$ cat src/rtl/latch_bank_write_ctrl.sv
// latch_bank_write_ctrl
//   Round-robin arbiter and write sequencer for a bank of level-sensitive D latches that
//   share one D bus. Each write is sequenced as data setup, then a one-hot enable pulse,
//   then data hold, so a latch only ever sees a stable D while it is transparent.
//
// Ports
//   clk_i       system clock, rising edge
//   rst_ni      asynchronous active-low reset
//   req_i       write request, one bit per requester
//   req_addr_i  latch index, requester i uses [i*AW +: AW]
//   req_data_i  write data, requester i uses [i*DW +: DW]
//   ack_o       one-cycle completion pulse to the granted requester
//   err_o       pulses with ack_o when the captured address is >= NLAT
//   lat_d_o     shared D bus to the latch bank
//   lat_en_o    one-hot latch enables, straight from flops
//   busy_o      high whenever a write is in progress
module latch_bank_write_ctrl #(
    parameter int unsigned NREQ      = 2,
    parameter int unsigned NLAT      = 4,
    parameter int unsigned DW        = 8,
    parameter int unsigned SETUP_CYC = 1,
    parameter int unsigned OPEN_CYC  = 2,
    parameter int unsigned HOLD_CYC  = 1,
    localparam int unsigned AW       = $clog2(NLAT)
) (
    input  logic                 clk_i,
    input  logic                 rst_ni,
    input  logic [NREQ-1:0]      req_i,
    input  logic [NREQ*AW-1:0]   req_addr_i,
    input  logic [NREQ*DW-1:0]   req_data_i,
    output logic [NREQ-1:0]      ack_o,
    output logic                 err_o,
    output logic [DW-1:0]        lat_d_o,
    output logic [NLAT-1:0]      lat_en_o,
    output logic                 busy_o
);

    localparam int unsigned IW   = $clog2(NREQ);
    localparam int unsigned MAXC = (SETUP_CYC > OPEN_CYC)
                                   ? ((SETUP_CYC > HOLD_CYC) ? SETUP_CYC : HOLD_CYC)
                                   : ((OPEN_CYC > HOLD_CYC) ? OPEN_CYC : HOLD_CYC);
    localparam int unsigned CW   = $clog2(MAXC + 1);

    // Counters are loaded with CYC-1 on entry and the state exits when they reach zero.
    localparam logic [CW-1:0] SetupLd = CW'(SETUP_CYC - 1);
    localparam logic [CW-1:0] OpenLd  = CW'(OPEN_CYC - 1);
    localparam logic [CW-1:0] HoldLd  = CW'(HOLD_CYC - 1);

    typedef enum logic [2:0] {StIdle, StSetup, StOpen, StHold, StDone} state_e;

    state_e          state_q, state_d;
    logic [CW-1:0]   cnt_q, cnt_d;
    logic [IW-1:0]   win_q, win_d;
    logic [AW-1:0]   addr_q, addr_d;
    logic [IW-1:0]   rr_q, rr_d;
    logic [DW-1:0]   lat_d_q, lat_d_d;
    logic [NLAT-1:0] lat_en_q, lat_en_d;
    logic [NREQ-1:0] ack_q, ack_d;
    logic            err_q, err_d;
    logic            busy_q, busy_d;

    logic            found;
    logic [IW-1:0]   pick;
    logic [NLAT-1:0] addr_onehot;
    logic            addr_ok;
    logic [NREQ-1:0] win_onehot;

    // Round-robin search starting at rr_q, wrapping modulo NREQ.
    always_comb begin
        found = 1'b0;
        pick  = '0;
        for (int unsigned i = 0; i < NREQ; i++) begin
            int unsigned idx;
            idx = (int'(rr_q) + i) % NREQ;
            if (!found && req_i[idx]) begin
                found = 1'b1;
                pick  = IW'(idx);
            end
        end
    end

    // Out-of-range addresses match no bit, so the enable vector stays zero for them.
    always_comb begin
        for (int unsigned j = 0; j < NLAT; j++) begin
            addr_onehot[j] = (addr_q == AW'(j));
        end
        for (int unsigned i = 0; i < NREQ; i++) begin
            win_onehot[i] = (win_q == IW'(i));
        end
        addr_ok = (int'(addr_q) < int'(NLAT));
    end

    always_comb begin
        state_d  = state_q;
        cnt_d    = cnt_q;
        win_d    = win_q;
        addr_d   = addr_q;
        rr_d     = rr_q;
        lat_d_d  = lat_d_q;
        lat_en_d = lat_en_q;
        ack_d    = '0;
        err_d    = 1'b0;
        busy_d   = busy_q;

        unique case (state_q)
            StIdle: begin
                if (found) begin
                    win_d   = pick;
                    addr_d  = req_addr_i[int'(pick)*AW +: AW];
                    lat_d_d = req_data_i[int'(pick)*DW +: DW];
                    cnt_d   = SetupLd;
                    busy_d  = 1'b1;
                    state_d = StSetup;
                end
            end
            StSetup: begin
                if (cnt_q == '0) begin
                    lat_en_d = addr_onehot;
                    cnt_d    = OpenLd;
                    state_d  = StOpen;
                end else begin
                    cnt_d = cnt_q - 1'b1;
                end
            end
            StOpen: begin
                if (cnt_q == '0) begin
                    lat_en_d = '0;
                    cnt_d    = HoldLd;
                    state_d  = StHold;
                end else begin
                    cnt_d = cnt_q - 1'b1;
                end
            end
            StHold: begin
                if (cnt_q == '0) begin
                    ack_d   = win_onehot;
                    err_d   = !addr_ok;
                    state_d = StDone;
                end else begin
                    cnt_d = cnt_q - 1'b1;
                end
            end
            StDone: begin
                rr_d    = (int'(win_q) == int'(NREQ) - 1) ? '0 : win_q + 1'b1;
                busy_d  = 1'b0;
                state_d = StIdle;
            end
            default: begin
                lat_en_d = '0;
                busy_d   = 1'b0;
                state_d  = StIdle;
            end
        endcase
    end

    always_ff @(posedge clk_i or negedge rst_ni) begin
        if (!rst_ni) begin
            state_q  <= StIdle;
            cnt_q    <= '0;
            win_q    <= '0;
            addr_q   <= '0;
            rr_q     <= '0;
            lat_d_q  <= '0;
            lat_en_q <= '0;
            ack_q    <= '0;
            err_q    <= 1'b0;
            busy_q   <= 1'b0;
        end else begin
            state_q  <= state_d;
            cnt_q    <= cnt_d;
            win_q    <= win_d;
            addr_q   <= addr_d;
            rr_q     <= rr_d;
            lat_d_q  <= lat_d_d;
            lat_en_q <= lat_en_d;
            ack_q    <= ack_d;
            err_q    <= err_d;
            busy_q   <= busy_d;
        end
    end

    assign ack_o    = ack_q;
    assign err_o    = err_q;
    assign lat_d_o  = lat_d_q;
    assign lat_en_o = lat_en_q;
    assign busy_o   = busy_q;

endmodule

$ cat config.mk
export PLATFORM = sky130hd
export DESIGN_NAME = latch_bank_write_ctrl
export DESIGN_NICKNAME = d
export VERILOG_FILES = /design/src/rtl/latch_bank_write_ctrl.sv
export SDC_FILE = /design/constraint.sdc
export NUM_CORES = 1
export LEC_CHECK = 0
export ABC_AREA = 1
export BUFFER_PORTS_ARGS = -buffer_cell sky130_fd_sc_hd__buf_2
export CAP_MARGIN = 20
export CORE_MARGIN = 1
export CORE_UTILIZATION = 57
export CTS_BUF_LIST = sky130_fd_sc_hd__clkbuf_8
export DETAILED_ROUTE_END_ITERATION = 12
export HOLD_SLACK_MARGIN = 0.03
export PLACE_DENSITY = 0.87
export SYNTH_ARGS = -nofsm -noshare
export SYNTH_HDL_FRONTEND = slang
export SYNTH_SLANG_ARGS = --single-unit
$ cat constraint.sdc
create_clock -name clk_i -period 3.3 [get_ports clk_i]
set_input_delay 0.495 -clock clk_i [delete_from_list [all_inputs] [get_ports clk_i]]
set_output_delay 0.495 -clock clk_i [all_outputs]
set_load 0.01 [all_outputs]
=== Word level (Yosys, flattened, before mapping) ===
Index checks and enable logic that the tools add are counted.

* $add $sub $neg: 3
* Order comparisons: 2
* Equality and inequality tests: 12
* Shift operators: 2
* Multiplexer cells: 26
* Bitwise logic cells: 3
* Reduce and logical (&&, ||, !) cells: 13

{| class="wikitable"
|+ Operators with widths
! cell !! number
|-
| indexed part select 16 x 5 -> 8 bit || 1
|-
| two-way mux 2 bit || 6
|-
| two-way mux 3 bit || 4
|-
| case mux 3 bit (4 select lines) || 1
|-
| case mux 4 bit (3 select lines) || 1
|-
| two-way mux 1 bit || 10
|-
| != test 2 bit, second input constant || 5
|-
| two-way mux 4 bit || 2
|-
| case mux 2 bit (4 select lines) || 1
|-
| == test 3 x 2 -> 1 bit, second input constant || 2
|-
| AND reduction 3 bit || 2
|-
| OR reduction 3 bit || 2
|-
| == test 2 bit, second input constant || 2
|-
| zero test 2 bit || 2
|-
| less-than comparator 1 x 2 -> 1 bit, second input constant || 2
|-
| AND reduction 2 bit || 2
|-
| AND reduction 4 bit || 1
|-
| nonzero test 4 bit || 1
|-
| indexed part select 4 x 3 -> 2 bit || 1
|-
| == test 3 x 1 -> 1 bit, second input constant || 1
|-
| == test 3 bit, second input constant || 1
|-
| zero test 3 bit || 1
|-
| inverter 1 bit || 3
|-
| adder 1 bit, second input constant || 2
|-
| 5 further kinds || 5
|}

* Register bits: 24
* Input port bits: 24
* Output and inout port bits: 16
* Word-level logic and storage cells: 70

=== Longest topological paths before layout ===
* Depth in word-level cells: 8
* Depth in mapped cells: 8

=== Worst setup path before layout ===
Ideal clock, no wire load.

* Kind: reg-to-reg
* Start: reg cnt_q[0]
* End: reg lat_en_q[0] (netlist: lat_en_o[0])
* Setup time: 65 ps
* Arrival time: 1139 ps
* Setup slack: 2096 ps
* Stages on the path, launching flop included: 9
* Path buffers: 0
* Clock period less this slack: 1204 ps
* Cells stage by stage: dfrtp_1 > inv_1 > ha_1 > inv_1 > nand2_1 > nand3_4 > nor2_2 > nand2_1 > nand2_1

* Longest elaborated chain between the ends: 3

{| class="wikitable"
|+ Ends and longest elaborated chain
! element !! RTL line !! text
|-
| start, declared || 52 || <nowiki>logic [CW-1:0] cnt_q, cnt_d;</nowiki>
|-
| start signal, assigned || 170 || <nowiki>cnt_q <= cnt_d;</nowiki>
|-
| zero test 2 bit * || 117, 126 ||
|-
| != test 2 bit (no line) || - ||
|-
| AND reduction 3 bit (no line) * || - ||
|-
| end signal, assigned || 175 || <nowiki>lat_en_q <= lat_en_d;</nowiki>
|-
| end, declared || 57 || <nowiki>logic [NLAT-1:0] lat_en_q, lat_en_d;</nowiki>
|}

Every way passes the cells marked *; elsewhere a longest branch is shown, timed or not.
A chain may end at the register's enable or synchronous reset.

=== Worst setup path in the final report ===
* Start: reg state_q[1]
* End: reg win_q

* Longest elaborated chain between the ends: 2

{| class="wikitable"
|+ Ends and longest elaborated chain
! element !! RTL line !! text
|-
| start, declared || 51 || <nowiki>state_e state_q, state_d;</nowiki>
|-
| start signal, assigned || 158 || <nowiki>state_q <= StIdle;</nowiki>
|-
| start signal, assigned || 169 || <nowiki>state_q <= state_d;</nowiki>
|-
| zero test 3 bit || 105 || <nowiki>unique case (state_q)</nowiki>
|-
| AND reduction 2 bit (no line) || - ||
|-
| end signal, assigned || 171 || <nowiki>win_q <= win_d;</nowiki>
|-
| end, declared || 53 || <nowiki>logic [IW-1:0] win_q, win_d;</nowiki>
|}

No other way between the ends.

==> reports/results.tsv <==
metric	value	unit
outcome	finished clean	
endpoint_kind	register	
core	2190	µm²
cts-root-buf	clkbuf_8	
worstSetupPathType	register to register	
vias_per_cell	5.10	
cts_buffer_depth	2	
drt_wl_total	2610	µm
ant_nets	0	
r2r.worst_path.cells	6	
peakVddDrop	0.542	mV
layout_commonest_cell	nand2_1	
final-max-slew-violation-count	0	
die_h	50.2	µm
period_minus_slack	1490	ps
r2r_setup_slack	1810	ps
rr_endpoint	win_q	
fin_nets	239	
cts_tree	done	
ctsResizeCount	0	
mostFrequentLayoutCells	nand2_1 (80), buf_2 (38), dfrtp_1 (24)	
clk_pin_slew	80	ps
fp.dieW	50.2	µm
crit_end	win_q	
worstReg2RegStart	state_q[1]	
startpoint_type	register	
initial_core_util	0.605	
rsz0062_at_grt	no	
drtPass1Iterations	4	
crit_fanout	12	
hold_viol_final	0	
hp-class	input pin to async pin	
cp-startpoint	state_q[1]	
pin_count	40	
grt_usage	0.231	
dieArea	2520	µm²
insertion_delay	260	ps
syn2layout_area_growth	15.7	%
place_hpwl	1970	µm
grt_max_degree	25	
p_leak	0.000908	µW
wl_per_cell	11.0	µm
grt-ovfl-total	0	
cts_sinks	24	
route.detailed.drc	0	
slew-limit-headroom	0.653	
antenna_found_initial	0	
ys_ff_latch	24	
diodes	0	
gp_congestion	0.832	
drive_above_1_share	0.233	
row_count	17	
port_buffers	38	
post-route-period-util	0.452	
fmax	0.670	GHz
synthCells	177	
htreeDepth	1	
grt_pass1_wl	4450	µm
numCtsBuffers	3	
ctsHoldBuffers	0	
setup_tns	0	ps
drt_iter0_markers	25	
ys_types	23	
power.density	916	nW/µm²
final_core_util	0.700	
setup_viol	0	
dr_total_vias	1213	
synth.net_count	204	
fill_cells	176	
seq_area_frac_synth	0.453	
maxCapViolCount	0	
fin_skew	5.20	ps
grt_pass1_vias	1107	
ys.warnings.count	0	
synth.avg_cell_area	7.49	µm²
critPathRequiredTime	3420	ps
synth_area	1330	µm²
tightest_slew	521	ps
worstPathArrival	1610	ps
cts_setup_buffers	0	
[where the power goes]
| group | switching, µW | internal (µW) |
|---|---|---|
| clock | 82.1 | 81.3 |
| combinational | 445 | 253 |
| sequential | 118 | 425 |
| total | 645 | 759 |
[cell type report]
type	count	area (µm²)	area share
tap	28	35.0	0.0229
timing repair buffer	38	190	0.124
inverter	14	52.6	0.0343
sequential	24	601	0.392
clock buffer	3	41.3	0.0269
multi-input combinational	131	613	0.400
[sequential cells by signal (all words and copies together), names as in the netlist]
signal and count:
lat_en_o 4, busy_o 1, rr_q 1, addr_q 2
cnt_q 2, win_q 1, ack_o 2, lat_d_o 8
state_q 3
[kinds of logic (layout without fill, tap and decap cells)]
family                     Yosys count  after routing  synth area share
and+or+nand+nor                    119            119             0.400
DFF                                 24             24             0.453
buffers and inverters               22             55            0.0840
AOI/OAI and AO/OA                    8              8            0.0312
adders and majority gates            3              3            0.0283
other                                1              1           0.00283
[per-layer routing]
| layer | track usage | vias up | wire length, µm |
|---|---|---|---|
| li1 | - | 615 | - |
| met1 | 0.295 | 553 | 1160 |
| met2 | 0.396 | 43 | 1300 |
| met3 | 0.0424 | 2 | 132 |
| met4 | 0.0714 | 0 | 13 |
| met5 | 0 | - | 0 |
[synthesized netlist by cell type, drive strengths merged]
cell     n  share of area
conb     1         0.0028
a31oi    1         0.0047
nand3   24           0.10
a21oi    2         0.0076
dfrtp   24           0.45
nor2    13          0.057
ha       3          0.028
buf      7          0.042
inv     14          0.040
clkbuf   1         0.0028
nand4    1         0.0047
nand2   81           0.24
o21ai    5          0.019
[critical path, stage by stage (launching register included)]
cell and delay [ps]:
dfrtp_1 520, nor2_8 210, nand2_4 70, nor2_4 230, inv_2 160, nand2_1 90
o21ai_0 90
[worst min path at each step]
stage | from | end | slack, ps | cells past startpoint
2_1_floorplan | rst_ni | ack_o[0] | 200 | 0
3_5_place_dp | lat_d_o[2] | lat_d_o[2] | 460 | 2
3_3_place_gp | lat_d_o[5] | lat_d_o[5] | 460 | 2
4_1_cts | rst_ni | lat_en_o[3] | 220 | 1
6_report | rst_ni | addr_q[0] | 210 | 1
5_1_grt | rst_ni | lat_en_o[2] | 240 | 1
[through the flow]
| stage | hold slack (ps) | cells | setup WS [ps] | total power, µW | area [µm²] |
|---|---|---|---|---|---|
| 3_5_place_dp | 461 | 235 | 1730 | 1240 | 1490 |
| 6_report | 207 | 238 | 1810 | 1400 | 1530 |
| 5_1_grt | 235 | 238 | 1690 | 1530 | 1530 |
| 3_3_place_gp | 462 | 235 | 1770 | 1200 | 1490 |
| 2_1_floorplan | 199 | 177 | 2100 | 1080 | 1330 |
| 4_1_cts | 217 | 238 | 1810 | 1410 | 1530 |
Note: power is estimated with default switching activity, not from simulation.
